===== src/rtl/spi_s_mode_slave_pkg.sv =====
// Shared types and default constants for the SPI mode-selectable slave.
// Imported by the synchronizer and the top-level slave.
package spi_s_pkg_hdl;

   localparam int DEF_DATA_W    = 8;
   localparam bit DEF_MSB_FIRST = 1'b1;

   // Cycles after reset before the synchronized cs_n reflects the pin.
   localparam int SYNC_FLUSH    = 2;

   typedef struct packed {
      logic cpol;
      logic cpha;
   } spi_mode_t;

   typedef enum logic {
      S_IDLE   = 1'b0,
      S_ACTIVE = 1'b1
   } spi_s_state_t;

endpackage


===== src/rtl/spi_s_sync.sv =====
// Two-flop synchronizer for one asynchronous input.
// RST_VAL selects the level the flops hold during reset.
module spi_s_sync
   import spi_s_pkg_hdl::*;
#(
   parameter logic RST_VAL = 1'b0
)(
   input  logic clk,
   input  logic rst,
   input  logic d,
   output logic q
);

   logic meta;

   // NOTE: sequential state uses non-blocking assignments so both flops
   // update from pre-edge values and form a true two-stage chain.
   always_ff @(posedge clk or posedge rst) begin
      if (rst) begin
         meta <= RST_VAL;
         q    <= RST_VAL;
      end else begin
         meta <= d;
         q    <= meta;
      end
   end

endmodule


===== src/rtl/spi_s_mode_slave.sv =====
// SPI slave supporting all four CPOL/CPHA modes, oversampled on clk,
// with a one-entry TX shadow, an RX holding register and sticky error flags.
module spi_s_mode_slave
   import spi_s_pkg_hdl::*;
#(
   parameter int                DATA_W       = DEF_DATA_W,
   parameter bit                MSB_FIRST    = DEF_MSB_FIRST,
   parameter logic [DATA_W-1:0] IDLE_PATTERN = '1
)(
   input  logic              clk,
   input  logic              rst,
   input  logic              sclk,
   input  logic              cs_n,
   input  logic              mosi,
   output logic              miso,
   output logic              miso_oe,
   input  logic              cpol,
   input  logic              cpha,
   input  logic [DATA_W-1:0] tx_data,
   input  logic              tx_valid,
   output logic              tx_ready,
   output logic [DATA_W-1:0] rx_data,
   output logic              rx_valid,
   input  logic              rx_ready,
   output logic              ovr,
   output logic              udr,
   output logic              abort,
   input  logic              flag_clr
);

   localparam int              CNT_W    = $clog2(DATA_W);
   localparam logic [CNT_W-1:0] LAST_BIT = CNT_W'(DATA_W - 1);

   logic sclk_s, cs_n_s, mosi_s;
   logic sclk_d, cs_n_d;
   logic [1:0] flush_cnt;
   logic armed;

   spi_s_state_t state, next_state;
   logic enter, leave;
   spi_mode_t mode_q;

   logic [CNT_W-1:0]  bit_cnt;
   logic [DATA_W-1:0] rx_sh, rx_next;
   logic [DATA_W-1:0] tx_sh, shadow, load_word;
   logic shadow_full, word_done, miso_q;

   logic sclk_rise, sclk_fall, lead, trail, cs_fall, cs_rise;
   logic active, sample_evt, shift_evt, load_evt, load_cpha;

   function automatic logic head_bit(input logic [DATA_W-1:0] w);
      return MSB_FIRST ? w[DATA_W-1] : w[0];
   endfunction

   function automatic logic [DATA_W-1:0] drop_bit(input logic [DATA_W-1:0] w);
      return MSB_FIRST ? (w << 1) : (w >> 1);
   endfunction

   spi_s_sync #(.RST_VAL(1'b0)) u_sync_sclk (.clk(clk), .rst(rst), .d(sclk), .q(sclk_s));
   spi_s_sync #(.RST_VAL(1'b1)) u_sync_cs_n (.clk(clk), .rst(rst), .d(cs_n), .q(cs_n_s));
   spi_s_sync #(.RST_VAL(1'b0)) u_sync_mosi (.clk(clk), .rst(rst), .d(mosi), .q(mosi_s));

   // armed blocks a frame entry until cs_n has been seen high after reset,
   // so a master still holding cs_n low across reset is not re-joined mid-frame.
   always_ff @(posedge clk or posedge rst) begin
      if (rst) begin
         sclk_d    <= 1'b0;
         cs_n_d    <= 1'b1;
         flush_cnt <= '0;
         armed     <= 1'b0;
      end else begin
         sclk_d <= sclk_s;
         cs_n_d <= cs_n_s;
         if (flush_cnt != 2'(SYNC_FLUSH))
            flush_cnt <= flush_cnt + 2'd1;
         if (flush_cnt == 2'(SYNC_FLUSH) && cs_n_s)
            armed <= 1'b1;
      end
   end

   assign sclk_rise = sclk_s & ~sclk_d;
   assign sclk_fall = ~sclk_s & sclk_d;
   assign cs_fall   = armed & cs_n_d & ~cs_n_s;
   assign cs_rise   = ~cs_n_d & cs_n_s;

   always_ff @(posedge clk or posedge rst) begin
      if (rst) state <= S_IDLE;
      else     state <= next_state;
   end

   // NOTE: every combinational output gets a default first so no latch is inferred.
   always_comb begin
      next_state = state;
      enter      = 1'b0;
      leave      = 1'b0;
      case (state)
         S_IDLE: begin
            if (cs_fall) begin
               next_state = S_ACTIVE;
               enter      = 1'b1;
            end
         end
         S_ACTIVE: begin
            if (cs_rise) begin
               next_state = S_IDLE;
               leave      = 1'b1;
            end
         end
         default: next_state = S_IDLE;
      endcase
   end

   assign lead  = mode_q.cpol ? sclk_fall : sclk_rise;
   assign trail = mode_q.cpol ? sclk_rise : sclk_fall;

   // In CPHA=0 the trailing edge right after a word wrap must not shift:
   // the next word's first bit was already placed on miso by the reload.
   assign active     = (state == S_ACTIVE) & ~cs_rise;
   assign sample_evt = active & (mode_q.cpha ? trail : lead);
   assign shift_evt  = active & (mode_q.cpha ? lead : (trail & (bit_cnt != '0)));
   assign load_evt   = enter | (active & word_done);
   assign load_cpha  = enter ? cpha : mode_q.cpha;
   assign load_word  = shadow_full ? shadow : IDLE_PATTERN;

   assign rx_next = MSB_FIRST ? {rx_sh[DATA_W-2:0], mosi_s}
                              : {mosi_s, rx_sh[DATA_W-1:1]};

   always_ff @(posedge clk or posedge rst) begin
      if (rst) begin
         mode_q    <= '0;
         bit_cnt   <= '0;
         rx_sh     <= '0;
         word_done <= 1'b0;
         abort     <= 1'b0;
      end else begin
         word_done <= 1'b0;
         abort     <= 1'b0;
         if (enter) begin
            mode_q  <= spi_mode_t'{cpol: cpol, cpha: cpha};
            bit_cnt <= '0;
         end else if (leave) begin
            abort   <= (bit_cnt != '0);
            bit_cnt <= '0;
         end else if (sample_evt) begin
            rx_sh     <= rx_next;
            word_done <= (bit_cnt == LAST_BIT);
            bit_cnt   <= (bit_cnt == LAST_BIT) ? '0 : bit_cnt + 1'b1;
         end
      end
   end

   // TX path: the shadow is consumed only at a word start, and a push is only
   // accepted while empty, so the two never collide on shadow_full.
   always_ff @(posedge clk or posedge rst) begin
      if (rst) begin
         tx_sh       <= '0;
         shadow      <= '0;
         shadow_full <= 1'b0;
         miso_q      <= 1'b0;
      end else begin
         if (load_evt) begin
            if (!load_cpha) begin
               miso_q <= head_bit(load_word);
               tx_sh  <= drop_bit(load_word);
            end else begin
               tx_sh  <= load_word;
            end
         end else if (shift_evt) begin
            miso_q <= head_bit(tx_sh);
            tx_sh  <= drop_bit(tx_sh);
         end

         if (load_evt && shadow_full) begin
            shadow_full <= 1'b0;
         end else if (tx_valid && tx_ready) begin
            shadow      <= tx_data;
            shadow_full <= 1'b1;
         end
      end
   end

   always_ff @(posedge clk or posedge rst) begin
      if (rst) begin
         rx_data  <= '0;
         rx_valid <= 1'b0;
         ovr      <= 1'b0;
         udr      <= 1'b0;
      end else begin
         if (word_done) begin
            rx_data  <= rx_sh;
            rx_valid <= 1'b1;
         end else if (rx_valid && rx_ready) begin
            rx_valid <= 1'b0;
         end

         // A set event outranks a simultaneous clear.
         if (word_done && rx_valid && !rx_ready) ovr <= 1'b1;
         else if (flag_clr)                      ovr <= 1'b0;

         if (load_evt && !shadow_full) udr <= 1'b1;
         else if (flag_clr)            udr <= 1'b0;
      end
   end

   assign tx_ready = ~shadow_full & ~rst;
   assign miso_oe  = (state == S_ACTIVE);
   assign miso     = miso_oe & miso_q;

endmodule


===== config.mk =====
export PLATFORM = sky130hd
export DESIGN_NAME = spi_s_mode_slave
export DESIGN_NICKNAME = d
export VERILOG_FILES = /design/src/rtl/spi_s_mode_slave_pkg.sv /design/src/rtl/spi_s_sync.sv /design/src/rtl/spi_s_mode_slave.sv
export SDC_FILE = /design/constraint.sdc
export NUM_CORES = 1
export LEC_CHECK = 0
export ABC_AREA = 1
export ABC_CLOCK_PERIOD_IN_PS = 4850
export CORE_ASPECT_RATIO = 0.6
export CORE_MARGIN = 1
export CORE_UTILIZATION = 40
export CTS_CLUSTER_SIZE = 16
export DETAILED_ROUTE_END_ITERATION = 10
export MAX_ROUTING_LAYER = met4
export SKIP_CTS_REPAIR_TIMING = 1
export SYNTH_ARGS = -nofsm -noshare
export SYNTH_HDL_FRONTEND = slang
export SYNTH_SLANG_ARGS = --single-unit
export TNS_END_PERCENT = 100

===== constraint.sdc =====
create_clock -name clk -period 4.85 [get_ports clk]
set_input_delay 0.97 -clock clk [delete_from_list [all_inputs] [get_ports clk]]
set_output_delay 0.97 -clock clk [all_outputs]
set_load 0.05 [all_outputs]

==> Implementation_results.wiki <==
{| class="wikitable"
! Metric !! Value
|-
| Result of the run || finished clean
|-
| Combined global-route utilization of all metal layers || 16.2%
|-
| Number of CTS-inserted buffers || 5
|-
| Path class of the lowest-slack min-delay path || flip-flop to flip-flop
|-
| Setup Crit Path Kind || input pin to output port
|-
| Max Clock Freq || 301 MHz
|-
| Core region area || 5650 µm²
|-
| Power Density || 452 nW/µm²
|-
| Endpoint required time on the critical path || 3.88 ns
|-
| Synthesized cell area || 2380 µm²
|-
| Number of max-cap violations || 0
|-
| Signed area change from the synthesized netlist to the final layout || 20.3%
|-
| Minimum setup slack in the final design || 1.53 ns
|-
| Routed length per placed instance || 12.0 µm
|-
| Overflow left after global routing || 0
|-
| Sum of net half-perimeters after detailed placement || 3.13 mm
|-
| Starting utilization of the core area || 42.2%
|-
| Row count || 21
|-
| Synth Instances || 246
|-
| First-pass iteration count of the detailed router || 4
|-
| Data arrival time of the worst path || 2.35 ns
|-
| First-pass GRT wire length || 7.27 mm
|-
| Die area || 6280 µm²
|-
| Worst Setup Start Kind || input pin
|-
| Clock-pin transition on the worst setup and hold timing paths || 0.09 ns
|-
| Post-Syn Area per Cell || 9.69 µm²
|-
| Via count of the first global-routing pass || 1476
|-
| Count of H-tree levels built during CTS || 2
|-
| Number of buffers inserted by port buffering || 32
|-
| Hold Vio Cnt, Final || 0
|-
| Final setup skew || 0.00511 ns
|-
| Total Routed Length || 4.36 mm
|-
| Maximum number of pins on one net before global-route repair || 32
|-
| Fraction of final layout cells sized beyond drive strength 1 || 12.4%
|-
| Actual slew at the worst max-slew pin || 0.629 ns
|-
| Final weighted congestion in routability-driven placement || 0.755
|-
| Horizontal die dimension || 102 µm
|-
| Filler-free cell count of the finished design || 362
|-
| TritonCTS sink count || 56
|-
| Seq cells post-synth || 56
|-
| CP endpoint kind || output port
|-
| Final #Nets || 303
|-
| Via density per instance || 4.58
|-
| Register-to-register setup slack || 3.08 ns
|-
| Critical path peak fanout || 2
|-
| Antenna violation net count after detailed routing || 0
|-
| Tightest hold margin || 0.355 ns
|-
| Num ports || 33
|-
| Setup repair after global routing missed its margin || false
|-
| Worst-Skew Late Latency || 0.30 ns
|-
| Headroom to the max-slew limit || 58.0%
|-
| Sequential fraction of the synthesis area || 58.9%
|-
| Final critical-path share of the clock period || 68.4%
|-
| # setup viols final || 0
|-
| Number of warnings reported in the yosys synthesis log || 0
|-
| Most frequent CP cell || sky130_fd_sc_hd__clkdlybuf4s50_1
|-
| List of cells traversed by the critical path || clkdlybuf4s50_1, nor2_1, clkdlybuf4s50_1
|-
| Inst Count DP || 354
|-
| Antenna violations before repair || 0
|-
| Number of library cell types mapped by synthesis || 29
|-
| Antenna Cells || 0
|-
| Syn Nets || 268
|-
| Die Span Y || 61.8 µm
|-
| Largest stage delay, worst path || 0.82 ns
|-
| Root buffer selected by CTS || sky130_fd_sc_hd__clkbuf_8
|-
| Standard cell with the maximum stage delay on the critical path || sky130_fd_sc_hd__clkdlybuf4s50_1
|-
| Vias after detailed routing || 1657
|-
| TritonCTS clock tree || built
|-
| Worst supply voltage drop on vdd || 0.159 mV
|-
| Deepest clock path buffer count || 2
|-
| DRC || 0
|-
| Leakage || 0.00135 µW
|-
| Post-placement worst setup slack || 1.52 ns
|-
| Period minus WS final || 3.32 ns
|-
| Kind of cell with the highest combined delay on the critical path || buffers and inverters
|-
| Sum of negative setup slack || 0 ns
|-
| Violation count after the first detailed-routing iteration || 105
|-
| Worst path buffer plus inverter count || 2
|-
| Max-slew violation count || 0
|}
[cells by family (layout without fill, tap and decap cells)]
family                   count (synthesis)  count (layout)  share of synthesized area, %
buffers and inverters                   33              69                          5.93
adder cells (fa/ha/maj)                  4               4                          2.10
flip-flops                              56              56                          58.9
AO/OA/AOI/OAI                           26              26                          5.93
multiplexers                             8               8                          3.78
AND/OR/NAND/NOR                        118             118                          23.0
XOR/XNOR                                 1               1                         0.367
[routing by layer]
layer,global-route usage (%),part of all wire (%),up-vias
li1,-,-,873
met1,24.9,57,744
met2,20.5,37,38
met3,4.03,5.2,2
met4,4.35,0.71,0
met5,-,0,-
[registers in the layout, summed over array words and instances (netlist names), 2 cells and up]
| signal | count |
|---|---|
| rx_data | 8 |
| rx_sh | 8 |
| shadow | 8 |
| tx_sh | 8 |
| bit_cnt | 3 |
| flush_cnt | 2 |
| mode_q | 2 |
[cell usage after synthesis (all sizes together)]
library cell | count | area share (%)
nand2 | 57 | 9.7
dfrtp | 53 | 56
nand3 | 36 | 8.0
inv | 27 | 4.2
o21ai | 17 | 3.7
nor2 | 16 | 2.6
mux2 | 8 | 3.8
nand4 | 7 | 2.1
a21oi | 6 | 1.3
buf | 4 | 1.4
ha | 4 | 2.1
dfstp | 3 | 3.3
a21o | 1 | 0.31
and2 | 1 | 0.26
clkbuf | 1 | 0.16
clkinv | 1 | 0.16
nor3b | 1 | 0.31
o22ai | 1 | 0.26
o32ai | 1 | 0.37
xnor2 | 1 | 0.37
[stage by stage]
step           util [%]  total power [µW]  cell area, µm²
6_report           50.8              1300            2870
5_1_grt            50.8              1400            2870
4_1_cts            50.8              1320            2870
3_5_place_dp       49.1              1050            2780
3_3_place_gp       49.1              1040            2780
2_1_floorplan         -               945            2380
[area by class of cell]
type,instances,area [µm²]
Timing Repair Buffer,33,328
Fill cell,522,2780
Sequential cell,56,1410
Inverter,28,105
Tap cell,80,100
Clock buffer,6,82.6
Clock inverter,2,10.0
Multi-Input combinational cell,157,838
[power breakdown]
group / internal [µW] / total [µW] / switching (µW) / leakage (µW)
registers: 593 / 666 / 73.7 / 0.000692
clock network: 114 / 258 / 144 / 0.0000510
logic: 146 / 374 / 227 / 0.000605
total: 853 / 1300 / 445 / 0.00135
[worst register-to-register path: cells and delay by family (launching register included)]
| kind | cells | cell delay (ns) |
|---|---|---|
| DFF | 1 | 0.45 |
| buffers and inverters | 2 | 0.50 |
| and+or+nand+nor | 6 | 0.71 |
[worst paths after layout]
path	cells past startpoint	to	start
setup / recovery	3	tx_ready	rst
hold / removal	0	u_sync_sclk.q	u_sync_sclk.meta
setup reg to reg	8	miso_q	word_done
hold reg to reg	0	u_sync_sclk.q	u_sync_sclk.meta
max in group asynchronous	3	rx_sh[2]	rst
min in group asynchronous	2	shadow_full	rst
[cells in the final DEF (no fill, tap or decap)]
cell type / Yosys / layout
sky130_fd_sc_hd__dfrtp_1: 53 / 53
sky130_fd_sc_hd__nand2_1: 52 / 52
sky130_fd_sc_hd__nand3_1: 34 / 34
sky130_fd_sc_hd__clkdlybuf4s50_1: 0 / 32
sky130_fd_sc_hd__inv_1: 23 / 22
sky130_fd_sc_hd__nor2_1: 15 / 15
sky130_fd_sc_hd__o21ai_0: 15 / 15
sky130_fd_sc_hd__mux2_2: 8 / 8
sky130_fd_sc_hd__nand4_1: 6 / 6
sky130_fd_sc_hd__a21oi_1: 6 / 6
sky130_fd_sc_hd__clkbuf_8: 0 / 6
sky130_fd_sc_hd__inv_2: 4 / 5
sky130_fd_sc_hd__nand2_2: 4 / 4
sky130_fd_sc_hd__ha_1: 4 / 4
sky130_fd_sc_hd__dfstp_2: 3 / 3
sky130_fd_sc_hd__nand3_2: 2 / 2
sky130_fd_sc_hd__clkinv_2: 0 / 2
sky130_fd_sc_hd__clkinv_1: 1 / 1
sky130_fd_sc_hd__o21ai_2: 1 / 1
sky130_fd_sc_hd__nor2_2: 1 / 1
sky130_fd_sc_hd__nand2_4: 1 / 1
sky130_fd_sc_hd__o21ai_1: 1 / 1
sky130_fd_sc_hd__nand4_2: 1 / 1
sky130_fd_sc_hd__o22ai_1: 1 / 1
sky130_fd_sc_hd__o32ai_1: 1 / 1
sky130_fd_sc_hd__nor3b_1: 1 / 1
sky130_fd_sc_hd__and2_1: 1 / 1
sky130_fd_sc_hd__a21o_1: 1 / 1
sky130_fd_sc_hd__xnor2_1: 1 / 1
sky130_fd_sc_hd__buf_4: 0 / 1
Power figures use the tool's default switching activity.
